===== src/rtl/pwm_ramp_sequencer.sv =====
// Bus-master that programs a PWM channel's period, then walks its duty register
// toward a target in clamped steps, one write every `interval` idle cycles.
module pwm_ramp_sequencer #(
  parameter int NUM_CHANNELS = 2,
  parameter int ADDR_WIDTH = 32,
  parameter int DATA_WIDTH = 32,
  parameter logic [ADDR_WIDTH-1:0] PERIOD_BASE = 32'h0000_0000,
  parameter logic [ADDR_WIDTH-1:0] DUTY_BASE = 32'h0000_0010
) (
  input  logic                            CLK,
  input  logic                            RST,
  input  logic                            start,
  input  logic [$clog2(NUM_CHANNELS)-1:0] chan,
  input  logic [DATA_WIDTH-1:0]           period,
  input  logic [DATA_WIDTH-1:0]           target,
  input  logic [DATA_WIDTH-1:0]           step,
  input  logic [15:0]                     interval,
  output logic                            busy,
  output logic                            done,
  output logic                            err,
  output logic                            wen,
  output logic                            ren,
  output logic [DATA_WIDTH/8-1:0]         strobe,
  output logic [ADDR_WIDTH-1:0]           addr,
  output logic [DATA_WIDTH-1:0]           wdata,
  input  logic [DATA_WIDTH-1:0]           rdata,
  input  logic                            error,
  input  logic                            request_stall
);

  localparam int CW = $clog2(NUM_CHANNELS);

  typedef enum logic [2:0] {IDLE, WR_PERIOD, WR_DUTY, WAIT, DONE} state_t;

  state_t                  state_q, state_d;
  logic [CW-1:0]           chan_q, chan_d;
  logic [DATA_WIDTH-1:0]   period_q, period_d;
  logic [DATA_WIDTH-1:0]   tgt_q, tgt_d;
  logic [DATA_WIDTH-1:0]   step_q, step_d;
  logic [15:0]             interval_q, interval_d;
  logic [15:0]             cnt_q, cnt_d;
  logic [DATA_WIDTH-1:0]   next_q, next_d;
  logic [DATA_WIDTH-1:0]   cur_duty_q [NUM_CHANNELS];
  logic [DATA_WIDTH-1:0]   cur_duty_d [NUM_CHANNELS];
  logic                    err_q, err_d;
  logic                    done_q, done_d;
  logic                    busy_q, busy_d;
  logic                    wen_q, wen_d;
  logic [DATA_WIDTH/8-1:0] strobe_q, strobe_d;
  logic [ADDR_WIDTH-1:0]   addr_q, addr_d;
  logic [DATA_WIDTH-1:0]   wdata_q, wdata_d;
  logic                    xferDone;
  logic                    rdata_unused;

  assign rdata_unused = ^rdata;
  assign xferDone = wen_q && !request_stall;

  // One extra bit of headroom so cur+step never wraps before the clamp.
  function automatic logic [DATA_WIDTH-1:0] calcNext(
    input logic [DATA_WIDTH-1:0] cur,
    input logic [DATA_WIDTH-1:0] tgt,
    input logic [DATA_WIDTH-1:0] stp
  );
    logic [DATA_WIDTH:0] sum;
    logic [DATA_WIDTH:0] diff;
    sum  = {1'b0, cur} + {1'b0, stp};
    diff = {1'b0, cur} - {1'b0, tgt};
    if (cur < tgt) begin
      calcNext = (sum > {1'b0, tgt}) ? tgt : sum[DATA_WIDTH-1:0];
    end else if (cur > tgt) begin
      calcNext = ({1'b0, stp} >= diff) ? tgt : (cur - stp);
    end else begin
      calcNext = tgt;
    end
  endfunction

  always_comb begin
    state_d    = state_q;
    chan_d     = chan_q;
    period_d   = period_q;
    tgt_d      = tgt_q;
    step_d     = step_q;
    interval_d = interval_q;
    cnt_d      = cnt_q;
    next_d     = next_q;
    cur_duty_d = cur_duty_q;
    err_d      = err_q;

    case (state_q)
      IDLE: begin
        if (start) begin
          chan_d     = chan;
          period_d   = period;
          tgt_d      = (target < period) ? target : period;
          step_d     = (step == '0) ? DATA_WIDTH'(1) : step;
          interval_d = (interval == 16'd0) ? 16'd1 : interval;
          err_d      = 1'b0;
          state_d    = WR_PERIOD;
        end
      end
      WR_PERIOD: begin
        if (xferDone) begin
          if (error) begin
            err_d   = 1'b1;
            state_d = IDLE;
          end else begin
            next_d  = calcNext(cur_duty_q[chan_q], tgt_q, step_q);
            state_d = WR_DUTY;
          end
        end
      end
      WR_DUTY: begin
        if (xferDone) begin
          if (error) begin
            err_d   = 1'b1;
            state_d = IDLE;
          end else begin
            cur_duty_d[chan_q] = next_q;
            if (next_q == tgt_q) begin
              state_d = DONE;
            end else begin
              cnt_d   = interval_q;
              state_d = WAIT;
            end
          end
        end
      end
      WAIT: begin
        if (cnt_q <= 16'd1) begin
          next_d  = calcNext(cur_duty_q[chan_q], tgt_q, step_q);
          state_d = WR_DUTY;
        end else begin
          cnt_d = cnt_q - 16'd1;
        end
      end
      DONE: begin
        state_d = IDLE;
      end
      default: begin
        state_d = IDLE;
      end
    endcase

    // Outputs are registered, so they are derived from the state being entered.
    wen_d    = (state_d == WR_PERIOD) || (state_d == WR_DUTY);
    busy_d   = (state_d != IDLE);
    done_d   = (state_d == DONE);
    strobe_d = wen_d ? '1 : '0;
    addr_d   = '0;
    wdata_d  = '0;
    if (state_d == WR_PERIOD) begin
      addr_d  = PERIOD_BASE + (ADDR_WIDTH'(chan_d) << 2);
      wdata_d = period_d;
    end else if (state_d == WR_DUTY) begin
      addr_d  = DUTY_BASE + (ADDR_WIDTH'(chan_d) << 2);
      wdata_d = next_d;
    end
  end

  always_ff @(posedge CLK) begin
    if (RST) begin
      state_q    <= IDLE;
      chan_q     <= '0;
      period_q   <= '0;
      tgt_q      <= '0;
      step_q     <= '0;
      interval_q <= '0;
      cnt_q      <= '0;
      next_q     <= '0;
      for (int i = 0; i < NUM_CHANNELS; i++) begin
        cur_duty_q[i] <= '0;
      end
      err_q    <= 1'b0;
      done_q   <= 1'b0;
      busy_q   <= 1'b0;
      wen_q    <= 1'b0;
      strobe_q <= '0;
      addr_q   <= '0;
      wdata_q  <= '0;
    end else begin
      state_q    <= state_d;
      chan_q     <= chan_d;
      period_q   <= period_d;
      tgt_q      <= tgt_d;
      step_q     <= step_d;
      interval_q <= interval_d;
      cnt_q      <= cnt_d;
      next_q     <= next_d;
      for (int i = 0; i < NUM_CHANNELS; i++) begin
        cur_duty_q[i] <= cur_duty_d[i];
      end
      err_q    <= err_d;
      done_q   <= done_d;
      busy_q   <= busy_d;
      wen_q    <= wen_d;
      strobe_q <= strobe_d;
      addr_q   <= addr_d;
      wdata_q  <= wdata_d;
    end
  end

  assign busy   = busy_q;
  assign done   = done_q;
  assign err    = err_q;
  assign wen    = wen_q;
  assign ren    = 1'b0;
  assign strobe = strobe_q;
  assign addr   = addr_q;
  assign wdata  = wdata_q;

endmodule


===== config.mk =====
export PLATFORM = sky130hd
export DESIGN_NAME = pwm_ramp_sequencer
export DESIGN_NICKNAME = d
export VERILOG_FILES = /design/src/rtl/pwm_ramp_sequencer.sv
export SDC_FILE = /design/constraint.sdc
export NUM_CORES = 1
export LEC_CHECK = 0
export BUFFER_PORTS_ARGS = -buffer_cell sky130_fd_sc_hd__buf_2
export CAP_MARGIN = 5
export CORE_ASPECT_RATIO = 1.25
export CORE_MARGIN = 1.5
export CORE_UTILIZATION = 43
export CTS_BUF_LIST = sky130_fd_sc_hd__clkbuf_2 sky130_fd_sc_hd__clkbuf_4 sky130_fd_sc_hd__clkbuf_8
export DETAILED_ROUTE_END_ITERATION = 12
export GPL_ROUTABILITY_DRIVEN = 0
export PLACE_DENSITY = 0.72
export SLEW_MARGIN = 20
export SYNTH_ARGS = -nofsm -noshare
export SYNTH_HDL_FRONTEND = slang
export SYNTH_SLANG_ARGS = --single-unit
export TNS_END_PERCENT = 30

===== constraint.sdc =====
create_clock -name CLK -period 6 [get_ports CLK]
set_input_delay 0 -clock CLK [delete_from_list [all_inputs] [get_ports CLK]]
set_output_delay 0 -clock CLK [all_outputs]
set_load 0.005 [all_outputs]

==> reports/summary.txt <==
global route overflow - 0
Final Core Density - 55.8%
cell type contributing the most total cell area after synthesis - dfxtp_1
EDFF count, synth - 0
register area - 5330 um^2
crit path launch type - flop
top achievable clock speed - 171 MHz
signed area change from the synthesized netlist to the final layout - 27.7%
final antenna-violating net count - 0
Total Routed Length - 67000 um
clock tree from TritonCTS - built
clock edge transition at the registers on the reported setup and hold paths - 0.07 ns
number of iterations in the first detailed-routing pass - 6
post-placement cell count - 3201
Mapped Avg Cell Area - 7.75 um^2
CTS Buffer Depth - 3
combinational fraction of design power - 28.2%
r2r worst-path depth - 25
peak supply drop - 157 uV
number of cells on the worst hold path - 5
Worst Hold Path EP - period_q[10]
routing usage on met2 - 45.9%
Clock Sink Count - 266
post-route worst setup slack - 0.155 ns
clock network latency to the later pin of the worst-skew pair - 0.59 ns
switching share of total power - 32.6%
dominant cell type by count on the critical path - buf_12
Port Buffer Count - 159
outcome - finished clean
layout cells sized above 1 - 19.5%
biggest area contributors in the synthesized netlist - dfxtp_1, ha_1, nand2_1, a21oi_1, xnor2_1
critical path class - reg2reg
placeable core region - 43300 um^2
largest stage delay on the critical path - 0.50 ns
Worst-Margin Slew - 1.03 ns
layer with the highest usage - met2
number of violations reported at the end of detailed-routing iteration 0 - 2201
flip-flop and latch count after synthesis - 266
most used standard cells in the synthesized netlist - nand2_1, a21oi_1, dfxtp_1
proportion of synthesized chip area in sequential cells - 28.2%
Crit. End Element - flop
worst hold path type - in2reg
number of distinct library cells after synthesis - 91
setup slack on the worst flop-to-flop path - 0.16 ns
tightest slew margin relative to the limit - 31.5%
required time of the critical path - 6.47 ns
hold path startpoint - start
max-slew violation count - 0
number of buffers created by CTS - 42
fin crit share - 97.4%
NumNets Final - 3179
count of endpoints failing setup in the final report - 0
H-tree depth - 2
total routing usage reported by global routing - 28.4%
max cap viols - 0
Top Ports - 223
cells after synthesis - 2440
fillers - 3735
Die Y-Extent - 237 um
Remaining DRCs - 0
family with the most delay on the worst path - simple AND/OR/NAND/NOR gates
number of global-route vias before repair - 19296
worst r2r dst - wdata[9]
most numerous cell in the Yosys netlist - nand2_1
largest net degree at the start of global routing - 94
slowest stage cell on the critical path - or4_4
part of the power in registers - 38.0%
area occupied by multi-input gates - 12900 um^2
cell at the root of the clock tree - clkbuf_8
Post-DP HPWL - 48500 um
reported net switching power - 1.66 mW
Clk pwr share - 33.8%
Leak Pwr - 10.7 nW
count of yosys warnings during synthesis - 0
num rows - 85
total power - 5.07 mW
DP Area - 21100 um^2
floorplan die area - 45300 um^2
initial antenna violation count - 2
data arrival at the endpoint of the critical path - 6.31 ns
routed len/inst - 19.5 um
global-route met1 utilization - 36.9%
final cell count without fillers - 3431
area fraction of the dominant cell type after synthesis - 28.2%
detailed-route via count - 20095
x dimension of the die - 191 um
Vias per Instance - 5.86
crit path time final - 5.84 ns
global routing usage on met3 - 3.59%
post-synthesis async set-or-reset flop share - 0%
post-synthesis cell area - 18900 um^2
Initial Utilization - 43.7%
Final Hold Viols - 0
worst path bufs/invs - 5
highest fanout seen on the critical path - 24
Synth Flop Type - dfxtp_1
start of the worst register-to-register path - chan_q
power density over cell area - 210 nW/um^2
post-place setup slack - -0.366 ns
maximum clock skew at final layout - 0.0193 ns
first-pass GRT wire length - 102000 um
finished layout cell area - 24100 um^2
Int Power - 3.42 mW
==> sequential cells by signal (all words and copies together) (netlist names) <==
| name | count |
|---|---|
| next_q | 32 |
| cur_duty_q | 64 |
| busy | 1 |
| interval_q | 16 |
| chan_q | 1 |
| addr | 2 |
| cnt_q | 16 |
| err | 1 |
| step_q | 32 |
| tgt_q | 32 |
| done | 1 |
| state_q | 3 |
| strobe | 1 |
| period_q | 32 |
| wdata | 32 |
==> layout by cell type (no fill, tap or decap), types with 21 or more instances in the layout <==
| cell type | instances |
|---|---|
| conb_1 | 31 |
| a211oi_1 | 57 |
| o21ai_0 | 77 |
| nand4_1 | 37 |
| dlygate4sd3_1 | 144 |
| clkbuf_8 | 49 |
| nor3_1 | 45 |
| nand2_1 | 391 |
| a21o_1 | 36 |
| inv_1 | 150 |
| a21oi_1 | 261 |
| buf_4 | 169 |
| xnor2_1 | 83 |
| nor2_1 | 140 |
| ha_1 | 183 |
| nand2b_1 | 21 |
| mux2_2 | 25 |
| dfxtp_1 | 265 |
| buf_2 | 158 |
| nand3_1 | 46 |
| mux2i_1 | 35 |
==> cells by family after synthesis <==
group	synth area share [%]
compound gates	23.8
mux	3.74
xor+xnor	4.86
buf+inv	7.22
fa+ha+maj	13.1
flops	28.2
simple gates	19.1
other cells	0.0198
==> power groups by stage <==
stage / logic, mW / registers, mW / clock network [mW]
finish: 1.43 / 1.93 / 1.71
global route: 1.53 / 1.93 / 1.80
CTS: 1.34 / 1.92 / 1.73
detailed placement: 1.25 / 1.96 / 0
global placement: 1.21 / 1.96 / 0
floorplan: 0.799 / 1.93 / 0
==> worst max path at each step <==
| stage | cells after the start | end | from | slack [ns] |
|---|---|---|---|---|
| global route | 26 | wdata[14] | chan_q | -0.02 |
| CTS | 23 | wdata[26] | chan_q | 0.005 |
| floorplan | 25 | next_q[26] | chan_q | 0.14 |
| global placement | 25 | wdata[17] | chan_q | -0.15 |
| detailed placement | 25 | wdata[26] | chan_q | -0.37 |
| finish | 25 | wdata[9] | chan_q | 0.16 |
==> worst reg2reg max path, cell delays in order (launching register included) <==
cell and delay [ns]:
dfxtp_4 0.41, buf_12 0.12, clkbuf_16 0.15, mux2_4 0.33, ha_1 0.31, or4_4 0.50
or3_4 0.36, a211oi_4 0.31, o31ai_4 0.12, nor2_2 0.14, or4_1 0.16, xor2_2 0.17
inv_1 0.06, ha_1 0.29, nand4_1 0.11, or2_2 0.34, a2111oi_4 0.34, o41ai_2 0.13
nand4b_1 0.12, a21oi_1 0.07, and3_1 0.23, buf_12 0.17, nor2_4 0.25, buf_12 0.16
a211oi_2 0.08, a221o_1 0.28
==> per-layer routing <==
layer  vias up  routed length, um
met2      1093              30600
met4         2               3570
met1      9390              27400
met3       200               5400
li1       9410                  -
met5         -                 13
==> final cells by class <==
class                      count  area share, %
antenna                        1         0.0104
multi-input combinational   1886           53.3
inverter                     153           2.39
clock buffer                  67           3.35
tap                          565           2.93
clock inverter                 9          0.477
sequential                   266           22.1
timing repair buffer         484           15.5
==> through the flow <==
stage | hold WS (ns) | TNS (ns)
finish | 0.108 | 0
global route | 0.145 | -0.0213
CTS | 0.0742 | 0
detailed placement | 0.260 | -10.05
global placement | 0.254 | -2.71
floorplan | 0.0916 | 0
==> repair_timing <==
action / in CTS / in global routing
resized for setup: 22 / 79
buffers inserted: 1 / 6
setup endpoints to repair: 63 / 64
cloned: 0 / 2
pin swaps: 3 / 19
hold buffers: 144 / 0
hold endpoints to repair: 171 / 0
(Power assumes the default switching activity.)
